===== src/rtl/rr_mux_pipe.sv =====
`default_nettype none
// ============================================================================
// Module   : rr_mux_pipe
// Brief    : N-input registered mux with valid/ready handshake and built-in
//            round-robin / fixed-priority arbitration.
// Revision : 1.0 - initial release
// ============================================================================
module rr_mux_pipe #(
    parameter int WIDTH  = 32,
    parameter int NUM_CH = 4,
    parameter int CH_W   = (NUM_CH > 1) ? $clog2(NUM_CH) : 1
) (
    input  logic                     Clk,
    input  logic                     Reset,
    input  logic                     prio_mode,
    input  logic [NUM_CH-1:0]        in_valid,
    input  logic [NUM_CH*WIDTH-1:0]  in_data,
    output logic [NUM_CH-1:0]        in_ready,
    output logic                     out_valid,
    output logic [WIDTH-1:0]         out_data,
    output logic [CH_W-1:0]          out_ch,
    input  logic                     out_ready
);

    localparam logic [CH_W-1:0] c_last_ch = CH_W'(NUM_CH - 1);

    logic                   r_out_valid;
    logic [WIDTH-1:0]       r_out_data;
    logic [CH_W-1:0]        r_out_ch;
    logic [CH_W-1:0]        r_rr_ptr;

    logic                   w_load_en;
    logic                   w_found;
    logic [CH_W-1:0]        w_grant_idx;
    int                     w_scan_idx;
    logic [WIDTH-1:0]       w_ch_data [NUM_CH];

    genvar g;
    generate
        for (g = 0; g < NUM_CH; g++) begin : g_unpack
            assign w_ch_data[g] = in_data[g*WIDTH +: WIDTH];
        end
    endgenerate

    assign w_load_en = !r_out_valid || out_ready;

    // Both scans run from lowest to highest priority so the last hit wins.
    always_comb begin
        w_found     = 1'b0;
        w_grant_idx = '0;
        w_scan_idx  = 0;
        if (prio_mode) begin
            for (int i = NUM_CH - 1; i >= 0; i--) begin
                if (in_valid[i]) begin
                    w_found     = 1'b1;
                    w_grant_idx = CH_W'(i);
                end
            end
        end else begin
            for (int k = NUM_CH; k >= 1; k--) begin
                w_scan_idx = int'(r_rr_ptr) + k;
                if (w_scan_idx >= NUM_CH) begin
                    w_scan_idx = w_scan_idx - NUM_CH;
                end
                if (in_valid[w_scan_idx]) begin
                    w_found     = 1'b1;
                    w_grant_idx = CH_W'(w_scan_idx);
                end
            end
        end
    end

    // Reset gating keeps producers from seeing a grant while the register is cleared.
    always_comb begin
        in_ready = '0;
        if (w_load_en && w_found && !Reset) begin
            in_ready[w_grant_idx] = 1'b1;
        end
    end

    always_ff @(posedge Clk or posedge Reset) begin
        if (Reset) begin
            r_out_valid <= 1'b0;
            r_out_data  <= '0;
            r_out_ch    <= '0;
            r_rr_ptr    <= c_last_ch;
        end else if (w_load_en) begin
            if (w_found) begin
                r_out_valid <= 1'b1;
                r_out_data  <= w_ch_data[w_grant_idx];
                r_out_ch    <= w_grant_idx;
                if (!prio_mode) begin
                    r_rr_ptr <= w_grant_idx;
                end
            end else begin
                r_out_valid <= 1'b0;
            end
        end
    end

    assign out_valid = r_out_valid;
    assign out_data  = r_out_data;
    assign out_ch    = r_out_ch;

endmodule
`default_nettype wire


===== config.mk =====
export PLATFORM = sky130hd
export DESIGN_NAME = rr_mux_pipe
export DESIGN_NICKNAME = d
export VERILOG_FILES = /design/src/rtl/rr_mux_pipe.sv
export SDC_FILE = /design/constraint.sdc
export NUM_CORES = 1
export LEC_CHECK = 0
export BUFFER_PORTS_ARGS = -buffer_cell sky130_fd_sc_hd__buf_4
export CORE_MARGIN = 4
export CORE_UTILIZATION = 45
export CTS_CLUSTER_SIZE = 25
export DETAILED_ROUTE_END_ITERATION = 6
export PLACE_DENSITY_LB_ADDON = 0.08
export SYNTH_ARGS = -nofsm -noshare
export SYNTH_HDL_FRONTEND = slang
export SYNTH_SLANG_ARGS = --single-unit
export TNS_END_PERCENT = 20

===== constraint.sdc =====
create_clock -name Clk -period 3.3 [get_ports Clk]
set_input_delay 0.495 -clock Clk [delete_from_list [all_inputs] [get_ports Clk]]
set_output_delay 0.495 -clock Clk [all_outputs]
set_load 0.01 [all_outputs]

==> results.yml, run 1 <==
clock_tree:
  path_clk_slew_ns: 0.07
  cts_tree: "yes"
  cts_max_path_buffers: 2
  cts_resized: 0
  worstSkewPairLatency_ns: 0.29
  ctsHoldBuffers: 0
  cts-htree-levels: 2
  cts_made_buffers: 5
  root_buffer: "clkbuf_8"
  clock_sinks: 37
  cts_setup_buffers: 0
finish:
  layout_common_cells: "buf_4 (182), mux2i_1 (65), nand2_1 (35), dfrtp_1 (35), o221ai_2 (23)"
  layout.cells.non_filler: 463
  diodes: 0
  final_area_mm2: 0.00395
  syn_to_final_growth_pct: 53.1
  finalNetCount: 526
  multi_input_comb_area_mm2: 0.00145
  final_util_pct: 71.2
  final_common_cell: "buf_4"
  seq_area_um2: 928
  fill_cells: 440
  drive_above_1_share_pct: 57.8
yosys:
  yosysUniqueCellTypes: 34
  syn_inst: 221
  syn_area_mm2: 0.00258
  ys_ff_latch: 37
  avgSynthCellArea_um2: 11.7
  syn_nets: 357
  ys_warn_count: 0
  ys_seq_area_share_pct: 36.0
die:
  rows: 27
  initial_core_util_pct: 46.5
  die_w_um: 83.7
  ioPinCount: 175
  die_h_um: 83.7
  die_area_mm2: 0.00700
  coreArea_mm2: 0.00554
route:
  viasPerCell: 5.26
  wl_per_cell_um: 16.5
  route.vias.total: 2435
  antenna_left: 0
  drtIter0Drc: 76
  dr.pass1.iters: 4
  drc: 0
  totalWireLength_mm: 7.64
placement:
  gp_congestion: 0.808
  io_buffer_count: 174
  placed_area_mm2: 0.00384
  place_ws_ns: 0.811
  dp_hpwl_mm: 6.08
  dp.cells: 455
worst_setup_path:
  arrival_ns: 2.00
  ff2ff_path_depth: 6
  path_class: "flip-flop to output pin"
  start_kind: "flip-flop"
  required_ns: 2.80
  worst_setup_path_end_kind: "output pin"
  cp_max_fo: 10
sta:
  period_share_pct: 75.7
  worst_pin_slew_ns: 0.752
  skew_ns: 0.00474
  final.setup.worst_slack_ns: 0.801
  tns_ns: 0
  period_minus_slack_ns: 2.50
  rsz0062_at_grt: "no"
  max-slew-margin-rel_pct: 49.8
  setup_viol: 0
  max_freq_mhz: 400
  slew_violations: 0
  hold_viol: 0
grt:
  grt_pass1_vias: 2464
  grt-ovfl-total: 0
  track_usage_pct: 21.0
  grt_max_degree: 31
  grt_pass1_wl_mm: 12.0
  antenna_found_initial: 0
power_and_ir_drop:
  power_density_mw_per_mm2: 472
  seqPwrFrac_pct: 34.8
  clkPwrFrac_pct: 18.7
  power_frac_comb_pct: 46.5
  leakagePower_nw: 1.92
  p_int_mw: 1.23
  power.switching_uw: 636
  ir_drop_uv: 218
  p_sw_share_pct: 34.2
run:
  drv_cap: 0
status:
  status: "finished clean"
worst_hold_path:
  hold_class: "input port to async pin"
metal layers:
metal	share of wire, %	vias to the layer above	track usage, %	routed length, µm
li1	-	1173	-	-
met1	38	1138	24.2	2880
met2	51	114	36.7	3880
met3	9.8	10	7.50	749
met4	1.6	0	5.70	123
met5	0	-	0	0
critical path, stage by stage, from the launching register on:
cell and delay [ns]:
dfstp_2 0.58, a21bo_1 0.12, o221a_2 0.19, nand3_2 0.09, or2_2 0.41, nor3b_2 0.18, buf_4 0.14
cell type report:
class | count | share of cell area (%)
Inverter | 2 | 0.190
Multi-Input combinational cell | 162 | 36.8
Clock buffer | 7 | 2.44
Sequential cell | 37 | 23.5
Tap cell | 72 | 2.28
Timing Repair Buffer | 182 | 34.6
Clock inverter | 1 | 0.127
through the flow:
stage | hold slack (ns) | total power [mW]
after global placement | 0.462 | 1.52
after detailed placement | 0.472 | 1.53
after CTS | 0.406 | 1.88
final | 0.386 | 1.86
after floorplan | 0.491 | 1.17
after global routing | 0.454 | 1.97
path summary, 6_finish.rpt:
path / from / end / slack [ns]
worst max-delay path: r_rr_ptr[1] / in_ready[3] / 0.80
worst min-delay path: Reset / out_data[11] / 0.39
worst max register to register: r_rr_ptr[1] / out_data[8] / 0.90
worst min register to register: out_data[13] / out_data[13] / 0.49
max in group asynchronous: Reset / r_rr_ptr[1] / 2.12
min in group Clk: in_valid[2] / out_valid / 0.47
state kept, by name, summed over array words and instances (netlist names):
register   count
r_rr_ptr       2
out_data      32
out_ch         2
out_valid      1
power groups by stage:
stage	logic [mW]	clock network, mW	registers (mW)
4_1_cts	0.877	0.358	0.647
5_1_grt	0.935	0.374	0.664
6_report	0.865	0.349	0.647
3_3_place_gp	0.863	0	0.654
2_1_floorplan	0.473	0	0.700
3_5_place_dp	0.877	0	0.654
cells in the mapped netlist, drive strengths merged:
cell type	n	area [µm²]
a21bo	1	10.0
a21boi	1	7.51
a21oi	1	5.00
a22oi	1	12.5
a31o	1	8.76
and2	1	6.26
and2b	1	7.51
buf	17	180
clkbuf	3	11.3
dfrtp	35	876
dfstp	2	52.6
inv	2	7.51
mux2	2	22.5
mux2i	65	651
nand2	35	131
nand2b	3	18.8
nand3	2	15.0
nor2	2	7.51
nor2b	1	6.26
nor3	2	15.0
nor3b	3	27.5
nor4	1	6.26
o21ai	3	15.0
o21bai	1	7.51
o221a	1	11.3
o221ai	32	424
o41ai	1	27.5
or2	1	6.26
cells by family (layout without fill, tap and decap cells):
group	count (synthesis)	after routing	share of synthesized area (%)
compound gates	43	43	20.5
buf+inv	22	192	7.72
simple gates	52	52	9.61
flops	37	37	36.0
mux	67	67	26.1
No activity file was read; power rests on OpenSTA's default activity.
==> inputs of run 2 (changes only) <==
- ABC_AREA: not set -> 1
- clock period: 3.3 -> 2.6 ns (I/O delays scaled with it)
==> results.yml, run 2 <==
status:
  status: "finished clean"
placement:
  placed_area_mm2: 0.00450
  dp_hpwl_mm: 8.09
  gp_congestion: 0.923
  io_buffer_count: 174
sta:
  hold_viol: 0
  worst_pin_slew_ns: 0.597
  period_minus_slack_ns: 2.52
  setup_viol: 0
  rsz0062_at_grt: "yes"
  tns_ns: 0
  period_share_pct: 96.8
  skew_ns: 0.00784
  slew_violations: 0
  max_freq_mhz: 397
  max-slew-margin-rel_pct: 60.1
yosys:
  avgSynthCellArea_um2: 5.79
  ys.flop_type: "dfrtp_1"
  synth.most_common_cell: "nand2_1"
  syn_inst: 543
  synth_top_area_cell: "dfrtp_1"
  ys_warn_count: 0
  ys_seq_area_share_pct: 29.5
  yosysUniqueCellTypes: 20
  syn_nets: 679
  synthTopCellsByArea: "dfrtp_1 (28%), nand2_1 (23%), nand3_1 (20%)"
  netlist_top_cells_count: "nand2_1 (189), nand3_1 (125), inv_1 (115)"
  syn_area_mm2: 0.00314
  async_reset_ff_share_pct: 100
  synth.top_cell.area_share_pct: 27.9
  synth_edf_count: 0
  ys_ff_latch: 37
worst_setup_path:
  cp_max_fo: 8
  worst_setup_path_end_kind: "output pin"
  path_class: "flip-flop to output pin"
  ff2ff_path_depth: 15
  start_kind: "flip-flop"
  arrival_ns: 2.13
  r2r_end: "out_data[22]"
  ff2ff_setup_slack_ns: 0.32
  r2r_start: "r_rr_ptr[0]"
  required_ns: 2.21
die:
  rows: 30
  ioPinCount: 175
  die_h_um: 91.6
  die_w_um: 91.6
  coreArea_mm2: 0.00679
  die_area_mm2: 0.00839
  initial_core_util_pct: 46.3
clock_tree:
  cts-htree-levels: 2
  cts_max_path_buffers: 2
  path_clk_slew_ns: 0.08
  cts_tree: "yes"
  root_buffer: "clkbuf_8"
  worstSkewPairLatency_ns: 0.29
  cts_made_buffers: 5
  clock_sinks: 37
route:
  drc: 0
  totalWireLength_mm: 10.6
  dr.pass1.iters: 4
  antenna_left: 0
  drtIter0Drc: 298
  viasPerCell: 4.76
  wl_per_cell_um: 13.1
  route.vias.total: 3850
power_and_ir_drop:
  leakagePower_nw: 2.90
  ir_drop_uv: 560
  power_density_mw_per_mm2: 892
finish:
  final_area_mm2: 0.00470
  diodes: 0
  fill_cells: 601
  layout_common_cells: "buf_4 (190), nand2_1 (187), nand3_1 (124)"
  largest_reg_flops: 32
  finalNetCount: 848
  syn_to_final_growth_pct: 49.6
  final_common_cell: "buf_4"
  drive_above_1_share_pct: 30.4
grt:
  grt_pass1_wl_mm: 16.9
  track_usage_pct: 24.7
  grt_pass1_vias: 3667
  antenna_found_initial: 0
  grt-ovfl-total: 0
  grt_max_degree: 39
worst_hold_path:
  hold_class: "input port to async pin"
run:
  drv_cap: 0
run 2: logic make-up after synthesis:
logic type	after synthesis	synth area share, %
and+or+nand+nor	351	49.4
buffers and inverters	149	20.0
DFF	37	29.5
AOI/OAI and AO/OA	6	1.07
run 2: routing by layer:
metal	GRT usage, %	share of wire, %
met1	30.0	39
met2	42.5	50
met3	5.88	8.6
met4	8.42	2.7
met5	0	0
run 2: per-stage QoR:
step / utilization [%] / cells / worst slack [ns] / hold slack (ns) / power [mW]
2_1_floorplan: - / 543 / 0.371 / 0.515 / 2.65
3_3_place_gp: 66.3 / 796 / 0.391 / 0.465 / 3.48
3_5_place_dp: 66.3 / 796 / 0.314 / 0.466 / 3.54
4_1_cts: 68.1 / 804 / 0.0328 / 0.288 / 4.10
5_1_grt: 69.2 / 809 / -0.0605 / 0.309 / 4.57
6_report: 69.2 / 809 / 0.0819 / 0.284 / 4.19
run 2: report_power, final:
group | internal [mW] | switching, mW
Clock | 0.312 | 0.225
Sequential | 0.863 | 0.172
Combinational | 1.14 | 1.48
Total | 2.32 | 1.88
run 2: area by class of cell:
cell class | count | area [µm²] | area share, %
flip-flops and latches | 37 | 928 | 19.7
well taps | 96 | 120 | 2.56
clock inverters | 2 | 37.5 | 0.799
clock buffers | 6 | 82.6 | 1.76
multi-input cells | 357 | 1620 | 34.4
inverters | 118 | 445 | 9.48
repair buffers | 193 | 1470 | 31.3
run 2: worst max-delay path by stage:
stage                startpoint           to  slack [ns]  depth (start not counted)
finish              r_rr_ptr[0]  in_ready[2]        0.08                         12
global route        r_rr_ptr[0]  in_ready[3]       -0.06                         14
CTS                 r_rr_ptr[0]  in_ready[3]        0.03                         13
detailed placement  r_rr_ptr[0]  in_ready[2]        0.31                         13
global placement    r_rr_ptr[0]  in_ready[1]        0.39                         13
floorplan           r_rr_ptr[0]  in_ready[2]        0.37                         15
run 2: repair_timing:
| action | CTS | global route |
|---|---|---|
| resized for setup | 1 | 8 |
| setup buffers | 0 | 5 |
| hold buffers | 0 | 0 |
| cloned | 0 | 0 |
| endpoints found under the setup margin | 1 | 4 |
run 2: critical path, cell delays in order, from the launching register on:
cell      delay (ns)
dfstp_2         0.56
clkbuf_2        0.16
nand2_1         0.07
nand2_1         0.10
nand2_1         0.08
nand2_1         0.07
inv_1           0.05
nand3_1         0.10
nand2_2         0.06
nand2_2         0.09
nand2_4         0.09
nor3_2          0.23
buf_4           0.16
